### src/rtl/hsv_core_branch_unit_param.sv
// Parametrised branch execution unit.
// Resolves BEQ/BNE/BLT/BGE/BLTU/BGEU/JAL/JALR over a two-stage pipeline
// (s1: compare + target, s2: next PC / link / mispredict). A small output FIFO
// sits behind s2. Because s1/s2 never stall, input acceptance is credit based:
// an instruction is taken only when the FIFO has room for everything already
// in flight plus the new one.
module hsv_core_branch_unit_param #(
    parameter int XLEN           = 32,
    parameter int TAG_W          = 5,
    parameter int OUT_DEPTH      = 2,
    parameter int MISALIGN_CHECK = 1
) (
    input  logic             clk_core,
    input  logic             rst_core_n,
    input  logic             flush_req,
    output logic             flush_ack,
    input  logic             valid_i,
    output logic             ready_o,
    input  logic [3:0]       in_op,
    input  logic [XLEN-1:0]  in_pc,
    input  logic [XLEN-1:0]  in_rs1,
    input  logic [XLEN-1:0]  in_rs2,
    input  logic [XLEN-1:0]  in_imm,
    input  logic [TAG_W-1:0] in_tag,
    input  logic             in_pred_taken,
    input  logic [XLEN-1:0]  in_pred_target,
    output logic             valid_o,
    input  logic             ready_i,
    output logic [TAG_W-1:0] out_tag,
    output logic [XLEN-1:0]  out_next_pc,
    output logic [XLEN-1:0]  out_link,
    output logic             out_taken,
    output logic             out_mispredict,
    output logic             out_exception
);

    localparam int CNT_W = $clog2(OUT_DEPTH + 1);
    localparam int PTR_W = (OUT_DEPTH > 1) ? $clog2(OUT_DEPTH) : 1;
    localparam logic [CNT_W-1:0] DEPTH_C  = CNT_W'(OUT_DEPTH);
    localparam logic [XLEN-1:0]  LSB_CLR  = ~XLEN'(1);

    localparam logic [3:0] OP_BEQ  = 4'd0;
    localparam logic [3:0] OP_BNE  = 4'd1;
    localparam logic [3:0] OP_BLT  = 4'd4;
    localparam logic [3:0] OP_BGE  = 4'd5;
    localparam logic [3:0] OP_BLTU = 4'd6;
    localparam logic [3:0] OP_BGEU = 4'd7;
    localparam logic [3:0] OP_JAL  = 4'd8;
    localparam logic [3:0] OP_JALR = 4'd9;

    typedef struct packed {
        logic [TAG_W-1:0] tag;
        logic [XLEN-1:0]  next_pc;
        logic [XLEN-1:0]  link;
        logic             taken;
        logic             mispredict;
        logic             exception;
    } entry_t;

    // FIFO pointers wrap explicitly so non-power-of-two depths work.
    function automatic logic [PTR_W-1:0] ptr_inc(input logic [PTR_W-1:0] ptr);
        return (ptr == PTR_W'(OUT_DEPTH - 1)) ? '0 : ptr + PTR_W'(1);
    endfunction

    logic signed [XLEN-1:0] rs1_s_p0, rs2_s_p0;
    logic [XLEN-1:0]  target_p0;
    logic             taken_p0, jump_p0, illegal_p0, accept_p0;
    logic [CNT_W-1:0] free_p0, inflight_p0;

    logic             vld_p1, taken_p1, jump_p1, illegal_p1, pred_taken_p1;
    logic [TAG_W-1:0] tag_p1;
    logic [XLEN-1:0]  pc_p1, target_p1, pred_target_p1, pc_inc_p1;
    logic             misalign_p1;
    entry_t           entry_d_p1;

    logic             vld_p2;
    entry_t           entry_p2;

    entry_t           fifo_mem [OUT_DEPTH];
    logic [PTR_W-1:0] wr_ptr, rd_ptr;
    logic [CNT_W-1:0] fifo_cnt;
    logic             push, pop;
    entry_t           head;

    // ---- stage 0: operand compare and target generation ----
    assign rs1_s_p0 = in_rs1;
    assign rs2_s_p0 = in_rs2;

    // Decode the op, evaluate the branch condition and form the target.
    always_comb begin
        taken_p0   = 1'b0;
        jump_p0    = 1'b0;
        illegal_p0 = 1'b0;
        target_p0  = in_pc + in_imm;
        case (in_op)
            OP_BEQ:  taken_p0 = (in_rs1 == in_rs2);
            OP_BNE:  taken_p0 = (in_rs1 != in_rs2);
            OP_BLT:  taken_p0 = (rs1_s_p0 <  rs2_s_p0);
            OP_BGE:  taken_p0 = (rs1_s_p0 >= rs2_s_p0);
            OP_BLTU: taken_p0 = (in_rs1 <  in_rs2);
            OP_BGEU: taken_p0 = (in_rs1 >= in_rs2);
            OP_JAL: begin
                taken_p0 = 1'b1;
                jump_p0  = 1'b1;
            end
            OP_JALR: begin
                taken_p0  = 1'b1;
                jump_p0   = 1'b1;
                target_p0 = (in_rs1 + in_imm) & LSB_CLR;
            end
            default: illegal_p0 = 1'b1;
        endcase
    end

    // Credits: free FIFO slots must exceed what is already in s1/s2.
    assign free_p0     = DEPTH_C - fifo_cnt;
    assign inflight_p0 = CNT_W'(vld_p1) + CNT_W'(vld_p2);
    assign ready_o     = !flush_req && (free_p0 > inflight_p0);
    assign accept_p0   = valid_i && ready_o;

    // ---- stage 1: registered compare result and target ----
    // Capture decoded branch state for each accepted instruction.
    always_ff @(posedge clk_core) begin
        if (accept_p0) begin
            tag_p1         <= in_tag;
            pc_p1          <= in_pc;
            target_p1      <= target_p0;
            taken_p1       <= taken_p0;
            jump_p1        <= jump_p0;
            illegal_p1     <= illegal_p0;
            pred_taken_p1  <= in_pred_taken;
            pred_target_p1 <= in_pred_target;
        end
    end

    assign pc_inc_p1   = pc_p1 + XLEN'(4);
    assign misalign_p1 = (MISALIGN_CHECK != 0) && taken_p1 && target_p1[1];

    // Resolve next PC, link and mispredict; exceptions suppress mispredict.
    always_comb begin
        entry_d_p1.tag        = tag_p1;
        entry_d_p1.next_pc    = taken_p1 ? target_p1 : pc_inc_p1;
        entry_d_p1.link       = jump_p1 ? pc_inc_p1 : '0;
        entry_d_p1.taken      = taken_p1;
        entry_d_p1.mispredict = !illegal_p1 && !misalign_p1 &&
                                ((taken_p1 != pred_taken_p1) ||
                                 (taken_p1 && (target_p1 != pred_target_p1)));
        entry_d_p1.exception  = illegal_p1 || misalign_p1;
    end

    // ---- stage 2: resolved result waiting for the FIFO ----
    // Register the resolved entry; it is pushed into the FIFO on the next edge.
    always_ff @(posedge clk_core) begin
        if (vld_p1) begin
            entry_p2 <= entry_d_p1;
        end
    end

    // Pipeline valid bits and flush acknowledge; flush drops everything in flight.
    always_ff @(posedge clk_core or negedge rst_core_n) begin
        if (!rst_core_n) begin
            vld_p1    <= 1'b0;
            vld_p2    <= 1'b0;
            flush_ack <= 1'b1;
        end else begin
            vld_p1    <= accept_p0 && !flush_req;
            vld_p2    <= vld_p1 && !flush_req;
            flush_ack <= flush_req;
        end
    end

    // ---- output FIFO ----
    assign push    = vld_p2;
    assign valid_o = (fifo_cnt != '0);
    assign pop     = valid_o && ready_i;

    // FIFO pointers and occupancy; a flush empties the FIFO regardless of push/pop.
    always_ff @(posedge clk_core or negedge rst_core_n) begin
        if (!rst_core_n) begin
            wr_ptr   <= '0;
            rd_ptr   <= '0;
            fifo_cnt <= '0;
        end else if (flush_req) begin
            wr_ptr   <= '0;
            rd_ptr   <= '0;
            fifo_cnt <= '0;
        end else begin
            if (push) wr_ptr <= ptr_inc(wr_ptr);
            if (pop)  rd_ptr <= ptr_inc(rd_ptr);
            fifo_cnt <= fifo_cnt + CNT_W'(push) - CNT_W'(pop);
        end
    end

    // FIFO storage; a full FIFO may be written while the head is popped.
    always_ff @(posedge clk_core) begin
        if (push) begin
            fifo_mem[wr_ptr] <= entry_p2;
        end
    end

    // Outputs read zero whenever nothing is presented, including after reset.
    assign head           = fifo_mem[rd_ptr];
    assign out_tag        = valid_o ? head.tag        : '0;
    assign out_next_pc    = valid_o ? head.next_pc    : '0;
    assign out_link       = valid_o ? head.link       : '0;
    assign out_taken      = valid_o && head.taken;
    assign out_mispredict = valid_o && head.mispredict;
    assign out_exception  = valid_o && head.exception;

endmodule

### config.mk
export PLATFORM = sky130hd
export DESIGN_NAME = hsv_core_branch_unit_param
export DESIGN_NICKNAME = d
export VERILOG_FILES = /design/src/rtl/hsv_core_branch_unit_param.sv
export SDC_FILE = /design/constraint.sdc
export NUM_CORES = 1
export LEC_CHECK = 0
export ABC_AREA = 1
export CORE_ASPECT_RATIO = 0.9
export CORE_UTILIZATION = 50
export CTS_CLUSTER_DIAMETER = 30
export DETAILED_ROUTE_END_ITERATION = 10
export PLACE_DENSITY = 0.73
export SETUP_SLACK_MARGIN = 0.3
export SYNTH_ARGS = -nofsm -noshare
export SYNTH_HDL_FRONTEND = slang
export SYNTH_SLANG_ARGS = --single-unit
### constraint.sdc
create_clock -name clk_core -period 6.76 [get_ports clk_core]
set_input_delay 0.676 -clock clk_core [delete_from_list [all_inputs] [get_ports clk_core]]
set_output_delay 0.676 -clock clk_core [all_outputs]
set_load 0.02 [all_outputs]
# Word-level counts from Yosys, hierarchy flattened
# Memory sizes are Yosys's and may differ from the RTL's.
# Index checks and enable logic that the tools add are counted.
dict set report word_totals {
  regBits 184
  ramBits 144
  input_bits 175
  output_inout_bits 75
  elab_cells 87
  n_memories 1
}
# name depth width read_ports rd_ports_with_merged_regs write_ports line
set mem_list {}
lappend mem_list {fifo_mem 2 72 1 0 1 79} ;# entry_t fifo_mem [OUT_DEPTH];
dict set report classes {
  add_sub_neg 9
  n_lt_le_gt_ge 5
  n_eq_ne 11
  n_mux 17
  n_reduce_logical 23
}
# cell count
set op_table {}
lappend op_table {{2-to-1 mux 32 bit} 4}
lappend op_table {{adder 32 bit} 2}
lappend op_table {{greater-or-equal comparator 32 bit} 2}
lappend op_table {{less-than comparator 32 bit} 2}
lappend op_table {{!= test 32 bit} 2}
lappend op_table {{adder 32 x 3 -> 32 bit (second input constant)} 1}
lappend op_table {{== test 32 bit} 1}
lappend op_table {{== test 4 x 3 -> 1 bit (second input constant)} 4}
lappend op_table {{logical AND 1 bit} 12}
lappend op_table {{2-to-1 mux 1 bit} 10}
lappend op_table {{== test 4 bit (second input constant)} 2}
lappend op_table {{OR reduction 8 bit} 1}
lappend op_table {{one-hot mux 1 bit (7 select lines)} 1}
lappend op_table {{nonzero test 2 bit} 3}
lappend op_table {{2-to-1 mux 5 bit} 1}
lappend op_table {{== test 4 x 1 -> 1 bit (second input constant)} 1}
lappend op_table {{logical NOT 4 bit} 1}
lappend op_table {{logical NOT 1 bit} 3}
lappend op_table {{adder 1 bit (second input constant)} 2}
lappend op_table {{adder 1 x 1 -> 2 bit} 1}
lappend op_table {{adder 2 x 1 -> 2 bit} 1}
lappend op_table {{greater-than comparator 2 bit} 1}
lappend op_table {{logical OR 1 bit} 2}
lappend op_table {{2-to-1 mux 2 bit} 1}
lappend op_table {{4 further kinds} 4}

# Longest topological paths before layout
# Gate-level depths: netlist (run 1).
dict set report depth {
  word_depth 5
  ltp_mapped 17
  ltp_nobuf 17
}

# Least setup slack after synthesis (run 1)
# No wires, ideal clock.
dict set report synth_path {
  path_kind {reg-to-reg}
  startpoint {register vld_p1}
  endpoint {register illegal_p1 (enable)}
  setup_ns 0.475
  arrival_ns 5.690
  required_ns 6.285
  setup_slack_ns 0.595
  stages_incl_launch_ff 5
  n_path_buf 0
  period_less_slack_ns 6.165
  path_cell_list {dfrtp_1 -> ha_1 -> ha_1 -> a211oi_1 -> and2_1}
}
dict set report synth_between {
  elab_chain_cells 4
}
# item line
set synth_lines {}
lappend synth_lines {{from (decl)} 70} ;# logic vld_p1, taken_p1, jump_p1, illegal_p1, pred_taken_p1;
lappend synth_lines {{from (signal assigned)} 166} ;# vld_p1 <= accept_p0 && !flush_req;
lappend synth_lines {{adder 1 x 1 -> 2 bit} 117} ;# assign inflight_p0 = CNT_W'(vld_p1) + CNT_W'(vld_p2);
lappend synth_lines {{greater-than comparator 2 bit} 118} ;# assign ready_o = !flush_req && (free_p0 > inflight_p0);
lappend synth_lines {{logical AND 1 bit} 118}
lappend synth_lines {{named net ready_o} 18} ;# output logic ready_o,
lappend synth_lines {{logical AND 1 bit} 119} ;# assign accept_p0 = valid_i && ready_o;
lappend synth_lines {{named net accept_p0} 67} ;# logic taken_p0, jump_p0, illegal_p0, accept_p0;
lappend synth_lines {{to (signal assigned)} 130} ;# illegal_p1 <= illegal_p0;
lappend synth_lines {{to (decl)} 70}
# The timed path passes the listed nets, and every way through them passes these cells.
# A chain may end at the register's enable or synchronous reset.

# Worst setup path after layout (run 1)
dict set report layout_path {
  startpoint {register vld_p1}
  endpoint {output port ready_o}
}
dict set report layout_between {
  elab_chain_cells 3
}
# item line
set layout_lines {}
lappend layout_lines {{adder 1 x 1 -> 2 bit} 117}
lappend layout_lines {{greater-than comparator 2 bit} 118}
lappend layout_lines {{logical AND 1 bit} 118}
lappend layout_lines {{to (decl)} 18}
# No other way between the ends.

==> run_results.csv, run 1 <==
group,metric,value,unit
floorplan,coreArea,35300,µm²
setup_path,critPathTopFamily,"buffers and inverters",
setup_path,critPathMaxFanout,74,
yosys,postSynthRegisterBits,328,
clock_tree,insertion_delay,0.54,ns
setup_path,r2r_start,"vld_p1$_DFF_PN0_",
timing,finalSetupTns,0,ns
setup_path,critical-path-max-stage-delay,0.68,ns
timing,finalSetupViolations,0,
power_and_ir_drop,seqPwrFrac,39.2,%
power_and_ir_drop,clockPowerShare,31.6,%
clock_tree,cts_tree,"built",
setup_path,cp_num_cells,7,
global_routing,track_usage,30.29,%
clock_tree,postCtsSetupBuffers,0,
finish,nets,2483,
finish,multiInputGateArea,7295,µm²
floorplan,pin_count,250,
global_routing,grt_max_degree,75,
outcome,outcome,"completed",
clock_tree,cts_num_sinks,328,
setup_path,crit_path_start_kind,"flop",
timing,fin_ws,2.883,ns
clock_tree,cts_root_buffer,"clkbuf_16",
setup_path,cpMaxStageDelayCell,"buf_4",
placement,dp.cells,2628,
timing,max_freq,0.2580,GHz
global_routing,use_met2,54.49,%
yosys,yosys_warnings,0,
placement,dpl_cell_area,21040,µm²
finish,postLayoutCoreUtil,64.13,%
placement,portBuffers,249,
yosys,synth-edff-count,321,
finish,area_growth,25.56,%
clock_tree,ctsHoldBuffers,0,
drt,wl_per_cell,20.59,µm
placement,dp_slack,2.949,ns
global_routing,grt_pass1_wl,83790,µm
power_and_ir_drop,swShare,34.08,%
yosys,synth-async-reset-ratio,2.134,%
floorplan,initial_utilization,51.07,%
yosys,synthCells,1939,
yosys,synthMostInstantiatedCell,"nand2_1",
placement,detailed_place_hpwl,43180,µm
clock_tree,cts_resized,0,
placement,routabilityCongestion,0.9869,
power_and_ir_drop,pwr-share-comb,29.2,%
yosys,syn_area,18030,µm²
yosys,synth_cell_types,54,
setup_path,endpoint,"ready_o",
power_and_ir_drop,finalPower,7.667,mW
global_routing,antenna_found_initial,0,
setup_path,cp.required,6.08,ns
setup_path,r2r_cells,8,
drt,firstDrtPassIters,8,
yosys,ys_top_cells_by_count,"nand2_1 (370), edfxtp_1 (321), nor2_1 (312)",
setup_path,criticalPathCategory,"reg2out",
timing,hold_viol,0,
power_and_ir_drop,intPower,5.054,mW
clock_tree,cts_buffers,45,
yosys,yosysTopAreaCell,"edfxtp_1",
setup_path,reg2reg_to,"pc_p1[10]$_DFFE_PP_",
timing,hold_slack,0.4172,ns
timing,fin_crit_sh,57.35,%
global_routing,grt-ovfl-total,0,
setup_path,crit_top_cell,"ha_1",
hold_path,hp-class,"in2async",
power_and_ir_drop,switchingPower,2.613,mW
clock_tree,cts_buffer_depth,3,
run,maxCapViolCount,0,
finish,seqCellArea,9817,µm²
setup_path,cp-end-kind,"output pin",
timing,grt_setup_unrepaired,"false",
finish,fin_area,22630,µm²
yosys,synth_top_area_share,53.47,%
floorplan,dieWidth,202.1,µm
timing,fin_crit,3.877,ns
power_and_ir_drop,leakage,9.094,nW
drt,wl,55810,µm
floorplan,dieArea,36820,µm²
drt,dr_total_vias,14960,
clock_tree,htreeDepth,2,
drt,drtAntennaViolNets,0,
global_routing,grt_pass1_vias,14911,
setup_path,path_buf_inv,3,
yosys,ys.flop_type,"edfxtp_1",
setup_path,crit_start,"vld_p1$_DFF_PN0_",
power_and_ir_drop,power.density,338.7,nW/µm²
floorplan,fp.dieH,182.1,µm
drt,viasPerCell,5.518,
finish,drive_gt1_share,5.977,%
finish,instances_no_fill,2711,
timing,report.final.slew_viol_count,0,
global_routing,met1_usage,37.11,%
floorplan,num_rows,65,
drt,drc,0,
setup_path,cp_cell_sequence,"buf_4 -> ha_1 -> ha_1 -> inv_1 -> a21oi_1 -> a211oi_1 -> clkdlybuf4s50_1",
yosys,synthTopCellsByArea,"edfxtp_1 (53%), nand2_1 (7.7%), ha_1 (6.9%)",
yosys,avgSynthCellArea,9.297,µm²
finish,fillers,2824,
timing,max-slew-margin-rel,28.90,%
setup_path,r2r_slack,2.95,ns
clock_tree,cts.clk_slew.worst_paths,0.06,ns
yosys,seq_area_frac_synth,54.45,%
timing,skew,0.02463,ns
timing,tightest_slew,1.065,ns
setup_path,crit_arrival,3.20,ns
global_routing,grtUsageMet3,3.143,%
finish,antennaDiodeCount,0,
global_routing,grt_busiest_layer,"met2",
yosys,syn-num-nets,2216,
power_and_ir_drop,irDropWorstVdd,0.0002453,V
drt,dr.first_iter.drc_count,1063,
## state kept, by name (all words and copies together), names as in the netlist, 2 cells and up
name and count:
fifo_cnt 2, pc_p1 32, pred_target_p1 32, fifo_mem 144
entry_p2 72, target_p1 32, tag_p1 5
## routing by layer
layer  part of all wire, %  vias up
li1                      -     7215
met1                    40     7064
met2                    51      565
met3                   5.3      116
met4                   4.2        0
met5                     0        -
## how the worst min path moves through the flow
stage | from | end | slack [ns] | cells past startpoint
after floorplan | rst_core_n | fifo_cnt[0]$_DFF_PN0_ | 0.38 | 0
after global placement | tag_p1[2]$_DFFE_PP_ | entry_p2[69]$_DFFE_PP_ | 0.41 | 0
after detailed placement | tag_p1[2]$_DFFE_PP_ | entry_p2[69]$_DFFE_PP_ | 0.40 | 0
after CTS | rst_core_n | push$_DFF_PN0_ | 0.40 | 1
after global routing | rst_core_n | push$_DFF_PN0_ | 0.42 | 1
final | rst_core_n | push$_DFF_PN0_ | 0.42 | 1
## cells in the final DEF, fill, tap and decap left out, types with 13 or more instances in the layout
cell,Yosys,final
nand2_1,370,370
edfxtp_1,321,321
nor2_1,312,311
clkdlybuf4s50_1,0,249
inv_1,200,199
o21ai_0,151,151
a21oi_1,119,119
ha_1,100,100
nand3_1,75,75
clkbuf_16,0,46
xor2_1,41,41
nor3_1,36,36
nand4_1,22,22
o21ai_1,18,18
nor4_1,13,13
## power groups by stage
| stage | clock [mW] | sequential, mW | combinational, mW |
|---|---|---|---|
| 4_1_cts | 2.44 | 3.00 | 2.24 |
| 6_report | 2.42 | 3.01 | 2.24 |
| 5_1_grt | 2.52 | 3.03 | 2.45 |
| 3_5_place_dp | 0 | 3.04 | 2.21 |
| 2_1_floorplan | 0 | 3.00 | 1.27 |
| 3_3_place_gp | 0 | 3.02 | 2.18 |
## area by class of cell
cell class,instances,share of cell area (%)
clock buffer,48,5.119
clock inverter,35,1.913
inverter,209,3.466
multi-input combinational,1364,32.23
sequential,328,43.37
tap,469,2.593
timing repair buffer,258,11.31
## cells by family after synthesis
kind of cell | share of synthesized area [%]
and+or+nand+nor | 20.18
AOI/OAI and AO/OA | 10.40
DFF | 54.45
buffers and inverters | 5.171
adders and majority gates | 7.163
xor gates and xnor gates | 2.575
muxes | 0.05553
Power figures use the tool's default switching activity.
==> run 2, diff against run 1 <==
- clock period: 6.76 -> 3.8 ns (I/O delays scaled with it)
==> run_results.csv, run 2 (synthesis gave the netlist of run 1 again) <==
group,metric,value,unit
outcome,outcome,"completed",
clock_tree,insertion_delay,0.55,ns
floorplan,pin_count,250,
placement,detailed_place_hpwl,42640,µm
power_and_ir_drop,irDropWorstVdd,0.0002877,V
finish,drive_gt1_share,6.729,%
timing,finalSetupTns,0,ns
drt,viasPerCell,5.451,
drt,wl_per_cell,19.87,µm
setup_path,reg2reg_to,"target_p1[28]$_DFFE_PP_",
timing,grt_setup_unrepaired,"false",
drt,wl,54200,µm
clock_tree,cts_buffer_depth,3,
drt,wl_met3,3184,µm
clock_tree,htreeDepth,2,
clock_tree,cts.clk_slew.worst_paths,0.05,ns
finish,reg_top3,"fifo_mem (144), entry_p2 (72)",
finish,area_growth,27.24,%
drt,firstDrtPassIters,8,
global_routing,track_usage,29.14,%
setup_path,cp.required,3.42,ns
finish,largest_register,"fifo_mem",
finish,fillers,2860,
run,maxCapViolCount,0,
finish,largest_register_ffs,144,
placement,dpl_cell_area,21150,µm²
timing,max_freq,0.3228,GHz
placement,dp.cells,2635,
timing,skew,0.008798,ns
global_routing,grt_pass1_wl,81320,µm
timing,tightest_slew,0.9697,ns
setup_path,r2r_start,"fifo_cnt[0]$_DFF_PN0_",
hold_path,hp-class,"in2async",
drt,drtAntennaViolNets,0,
setup_path,crit_arrival,2.72,ns
finish,instances_no_fill,2728,
global_routing,grt-ovfl-total,0,
setup_path,r2r_cells,7,
drt,dr_total_vias,14870,
setup_path,r2r_slack,1.06,ns
timing,max-slew-margin-rel,35.36,%
floorplan,dieWidth,202.1,µm
global_routing,grt_max_degree,75,
drt,highest_layer,"met4",
placement,routabilityCongestion,0.9956,
clock_tree,cts_buffers,50,
timing,report.final.slew_viol_count,0,
clock_tree,cts_num_sinks,328,
global_routing,grt_pass1_vias,14930,
setup_path,crit_path_start_kind,"flop",
setup_path,criticalPathCategory,"reg2out",
drt,dr_wl_met2,26180,µm
finish,nets,2495,
setup_path,cp-end-kind,"output pin",
floorplan,num_rows,65,
timing,finalSetupViolations,0,
power_and_ir_drop,leakage,9.248,nW
finish,fin_area,22940,µm²
finish,antennaDiodeCount,0,
setup_path,critPathMaxFanout,3,
floorplan,initial_utilization,51.07,%
drt,met1Wirelength,22530,µm
placement,portBuffers,249,
drt,drc,0,
floorplan,fp.dieH,182.1,µm
timing,hold_viol,0,
global_routing,antenna_found_initial,0,
clock_tree,cts_resized,0,
clock_tree,cts_root_buffer,"clkbuf_16",
clock_tree,cts_tree,"built",
clock_tree,ctsHoldBuffers,0,
drt,dr.first_iter.drc_count,1004,
finish,layout_common_cells,"nand2_1 (370), edfxtp_1 (321), nor2_1 (311)",
clock_tree,postCtsSetupBuffers,0,
floorplan,coreArea,35300,µm²
timing,fin_crit_sh,81.51,%
floorplan,dieArea,36820,µm²
finish,final_common_cell,"nand2_1",
power_and_ir_drop,power.density,615.3,nW/µm²
timing,fin_crit,3.098,ns
[run 2: cell count changes in the layout (fill, tap and decap cells not counted), sizes merged]
cell      before  now
buf            9   16
clkbuf        48   52
inv          221  225
bufinv         5    7
clkinv        14   13
clkinvlp       4    5
[run 2: power breakdown]
group / switching, mW / total [mW] / internal [mW] / leakage [nW]
clock: 1.74 / 4.75 / 3.01 / 0.869
sequential: 0.430 / 5.38 / 4.95 / 3.04
combinational: 2.52 / 3.98 / 1.46 / 5.34
[run 2: worst max path at each step]
stage | cells after the start | to | from
floorplan | 4 | illegal_p1$_DFFE_PP_ | vld_p1$_DFF_PN0_
global placement | 14 | target_p1[28]$_DFFE_PP_ | in_pc[0]
detailed placement | 14 | target_p1[28]$_DFFE_PP_ | in_pc[0]
CTS | 6 | ready_o | fifo_cnt[0]$_DFF_PN0_
global route | 7 | ready_o | fifo_cnt[0]$_DFF_PN0_
finish | 6 | ready_o | fifo_cnt[0]$_DFF_PN0_
[run 2: layout make-up]
cell class,instances,area (µm²),share of cell area [%]
repair buffers,265,2663,11.61
well taps,469,586.8,2.558
flip-flops and latches,328,9819,42.81
inverters,209,784.5,3.420
clock inverters,41,509.2,2.220
multi-input cells,1364,7295,31.80
clock buffers,52,1280,5.580
[run 2: through the flow]
| step | worst slack [ns] | utilization, % | power (mW) | hold slack (ns) |
|---|---|---|---|---|
| after global placement | 0.6660 | 59.91 | 9.317 | 0.4016 |
| after global routing | 0.5651 | 64.98 | 14.73 | 0.1054 |
| after floorplan | 0.3343 | - | 7.557 | 0.08441 |
| after detailed placement | 0.6491 | 59.91 | 9.409 | 0.4066 |
| final | 0.7025 | 64.98 | 14.11 | 0.08844 |
| after CTS | 0.6876 | 64.98 | 14.17 | 0.08302 |
[run 2: critical path: stages (launching register included)]
cell,delay [ns]
dfrtp_1,0.36
inv_1,0.07
ha_1,0.29
inv_1,0.04
ha_1,0.30
a211oi_1,0.42
clkdlybuf4s50_1,0.69
[run 2: metal layers]
layer	track usage [%]	vias up
met1	36.54	6914
met5	0	-
met3	3.321	115
li1	-	7245
met4	12.06	0
met2	51.29	596
==> run 3, diff against run 2 <==
- PLACE_DENSITY: 0.73 -> 0.76
- clock period: 3.8 -> 2.48 ns (I/O delays scaled with it)
==> run_results.csv, run 3 (synthesis gave the netlist of run 1 again) <==
group,metric,value,unit
clock_tree,insertion_delay,0.56,ns
placement,detailed_place_hpwl,43300,µm
drt,wl_per_cell,20.12,µm
clock_tree,cts_tree,"built",
drt,wl,59460,µm
floorplan,dieWidth,202.1,µm
placement,portBuffers,249,
finish,largest_register_ffs,144,
setup_path,r2r_start,"fifo_cnt[0]$_DFF_PN0_",
outcome,outcome,"completed",
finish,largest_register,"fifo_mem",
setup_path,crit_start,"fifo_cnt[0]$_DFF_PN0_",
timing,hold_slack,0.2566,ns
global_routing,track_usage,31.75,%
drt,dr_total_vias,16088,
global_routing,antenna_found_initial,0,
finish,fillers,2600,
floorplan,fp.dieH,182.1,µm
hold_path,hp-class,"in2reg",
timing,skew,0.02529,ns
timing,max-slew-margin-rel,34.07,%
global_routing,grt_pass1_vias,16149,
setup_path,criticalPathCategory,"reg2out",
timing,tightest_slew,0.9889,ns
clock_tree,cts_root_buffer,"clkbuf_16",
floorplan,initial_utilization,51.07,%
drt,drtAntennaViolNets,0,
finish,area_growth,36.46,%
timing,max_freq,0.4494,GHz
power_and_ir_drop,switchingPower,7.790,mW
setup_path,r2r_slack,0.29,ns
timing,grt_setup_unrepaired,"true",
placement,routabilityCongestion,1.033,
drt,drc,0,
finish,reg_top3,"fifo_mem (144), entry_p2 (72)",
power_and_ir_drop,clockPowerShare,29.9,%
power_and_ir_drop,seqPwrFrac,36.9,%
timing,report.final.slew_viol_count,0,
drt,firstDrtPassIters,6,
timing,hold_viol,0,
hold_path,min_from,"in_pred_target[21]",
setup_path,cp-end-kind,"output pin",
finish,antennaDiodeCount,0,
power_and_ir_drop,pwr-share-comb,33.1,%
finish,nets,2724,
global_routing,grt_pass1_wl,88170,µm
setup_path,crit_path_start_kind,"flop",
clock_tree,cts_num_sinks,328,
drt,viasPerCell,5.444,
finish,final_common_cell,"nand2_1",
setup_path,reg2reg_to,"target_p1[3]$_DFFE_PP_",
clock_tree,cts.clk_slew.worst_paths,0.05,ns
power_and_ir_drop,irDropWorstVdd,0.0006729,V
clock_tree,cts_buffers,50,
floorplan,dieArea,36820,µm²
drt,dr.first_iter.drc_count,1175,
floorplan,coreArea,35300,µm²
power_and_ir_drop,finalPower,22.25,mW
clock_tree,htreeDepth,2,
timing,fin_crit_sh,89.72,%
finish,layout_common_cells,"nand2_1 (368), edfxtp_1 (321), nor2_1 (304)",
power_and_ir_drop,leakage,10.49,nW
timing,finalSetupViolations,0,
global_routing,grt-ovfl-total,0,
floorplan,num_rows,65,
setup_path,endpoint,"ready_o",
setup_path,r2r_cells,8,
finish,drive_gt1_share,19.39,%
floorplan,pin_count,250,
clock_tree,cts_buffer_depth,3,
setup_path,cp.required,2.23,ns
finish,postLayoutCoreUtil,69.69,%
setup_path,crit_arrival,1.98,ns
global_routing,grt_max_degree,74,
run,maxCapViolCount,0,
power_and_ir_drop,power.density,904.5,nW/µm²
timing,fin_crit,2.225,ns
power_and_ir_drop,intPower,14.46,mW
setup_path,critPathMaxFanout,3,
power_and_ir_drop,swShare,35.01,%
==> run 3: cell count changes in the layout (fill, tap and decap cells not counted), sizes merged, moves of 2 or more <==
cell and delta:
clkinv +2, buf +282, clkbuf +23, clkdlybuf4s50 -74, bufinv -5, inv -4
==> run 3: routing by layer <==
metal,part of all wire [%],routed length (µm),track usage (%)
met5,0,0,0
met2,50,29600,57.29
met3,6.0,3560,3.089
met1,40,23740,38.99
met4,4.3,2566,13.05
==> run 3: layout make-up <==
type	instances	area (µm²)	area share, %
Sequential cell	328	9821	39.92
Multi-Input combinational cell	1364	7476	30.39
Timing Repair Buffer	494	4309	17.52
Clock buffer	57	1299	5.280
Inverter	209	803.3	3.266
Tap cell	469	586.8	2.386
Clock inverter	34	304.0	1.236
==> run 3: how the worst min path moves through the flow <==
| stage | endpoint | slack (ns) | cells past startpoint |
|---|---|---|---|
| finish | pred_target_p1[21]$_DFFE_PP_ | 0.26 | 1 |
| global route | pred_target_p1[21]$_DFFE_PP_ | 0.24 | 1 |
| CTS | pred_target_p1[21]$_DFFE_PP_ | 0.24 | 1 |
| detailed placement | entry_p2[71]$_DFFE_PP_ | 0.42 | 0 |
| global placement | entry_p2[71]$_DFFE_PP_ | 0.40 | 0 |
| floorplan | fifo_cnt[0]$_DFF_PN0_ | -0.05 | 0 |
==> run 3: repair_timing <==
item / 4_1_cts / 5_1_grt
hold buffers: 1 / 0
pin swaps: 7 / 13
endpoints found under the hold margin: 6 / 0
endpoints found under the setup margin: 168 / 186
gates resized for setup: 256 / 93
gates cloned: 6 / 3
setup buffers: 6 / 3
==> run 3: power by group through the flow <==
| stage | clock network (mW) | registers (mW) | logic [mW] |
|---|---|---|---|
| floorplan | 0 | 8.11 | 3.60 |
| global placement | 0 | 8.22 | 6.60 |
| detailed placement | 0 | 8.27 | 6.71 |
| CTS | 6.65 | 8.18 | 7.12 |
| global route | 6.96 | 8.27 | 7.91 |
| finish | 6.66 | 8.22 | 7.37 |
==> run 3: per-stage QoR <==
| step | area [µm²] | worst slack (ns) | instances | TNS [ns] |
|---|---|---|---|---|
| 2_1_floorplan | 18100 | -0.6135 | 1939 | -64.42 |
| 3_3_place_gp | 22850 | -0.2078 | 2845 | -2.717 |
| 3_5_place_dp | 22850 | -0.2359 | 2845 | -3.479 |
| 4_1_cts | 24610 | 0.2311 | 2949 | 0 |
| 5_1_grt | 24600 | 0.1650 | 2955 | 0 |
| 6_report | 24600 | 0.2548 | 2955 | 0 |
==> run 3: worst max-delay path, cell delays in order, from the launching register on <==
cell and delay [ns]:
dfrtp_1 0.36, inv_2 0.06, ha_4 0.26, inv_2 0.04, ha_4 0.29, a21oi_4 0.06, a211oi_4 0.20, buf_6 0.16
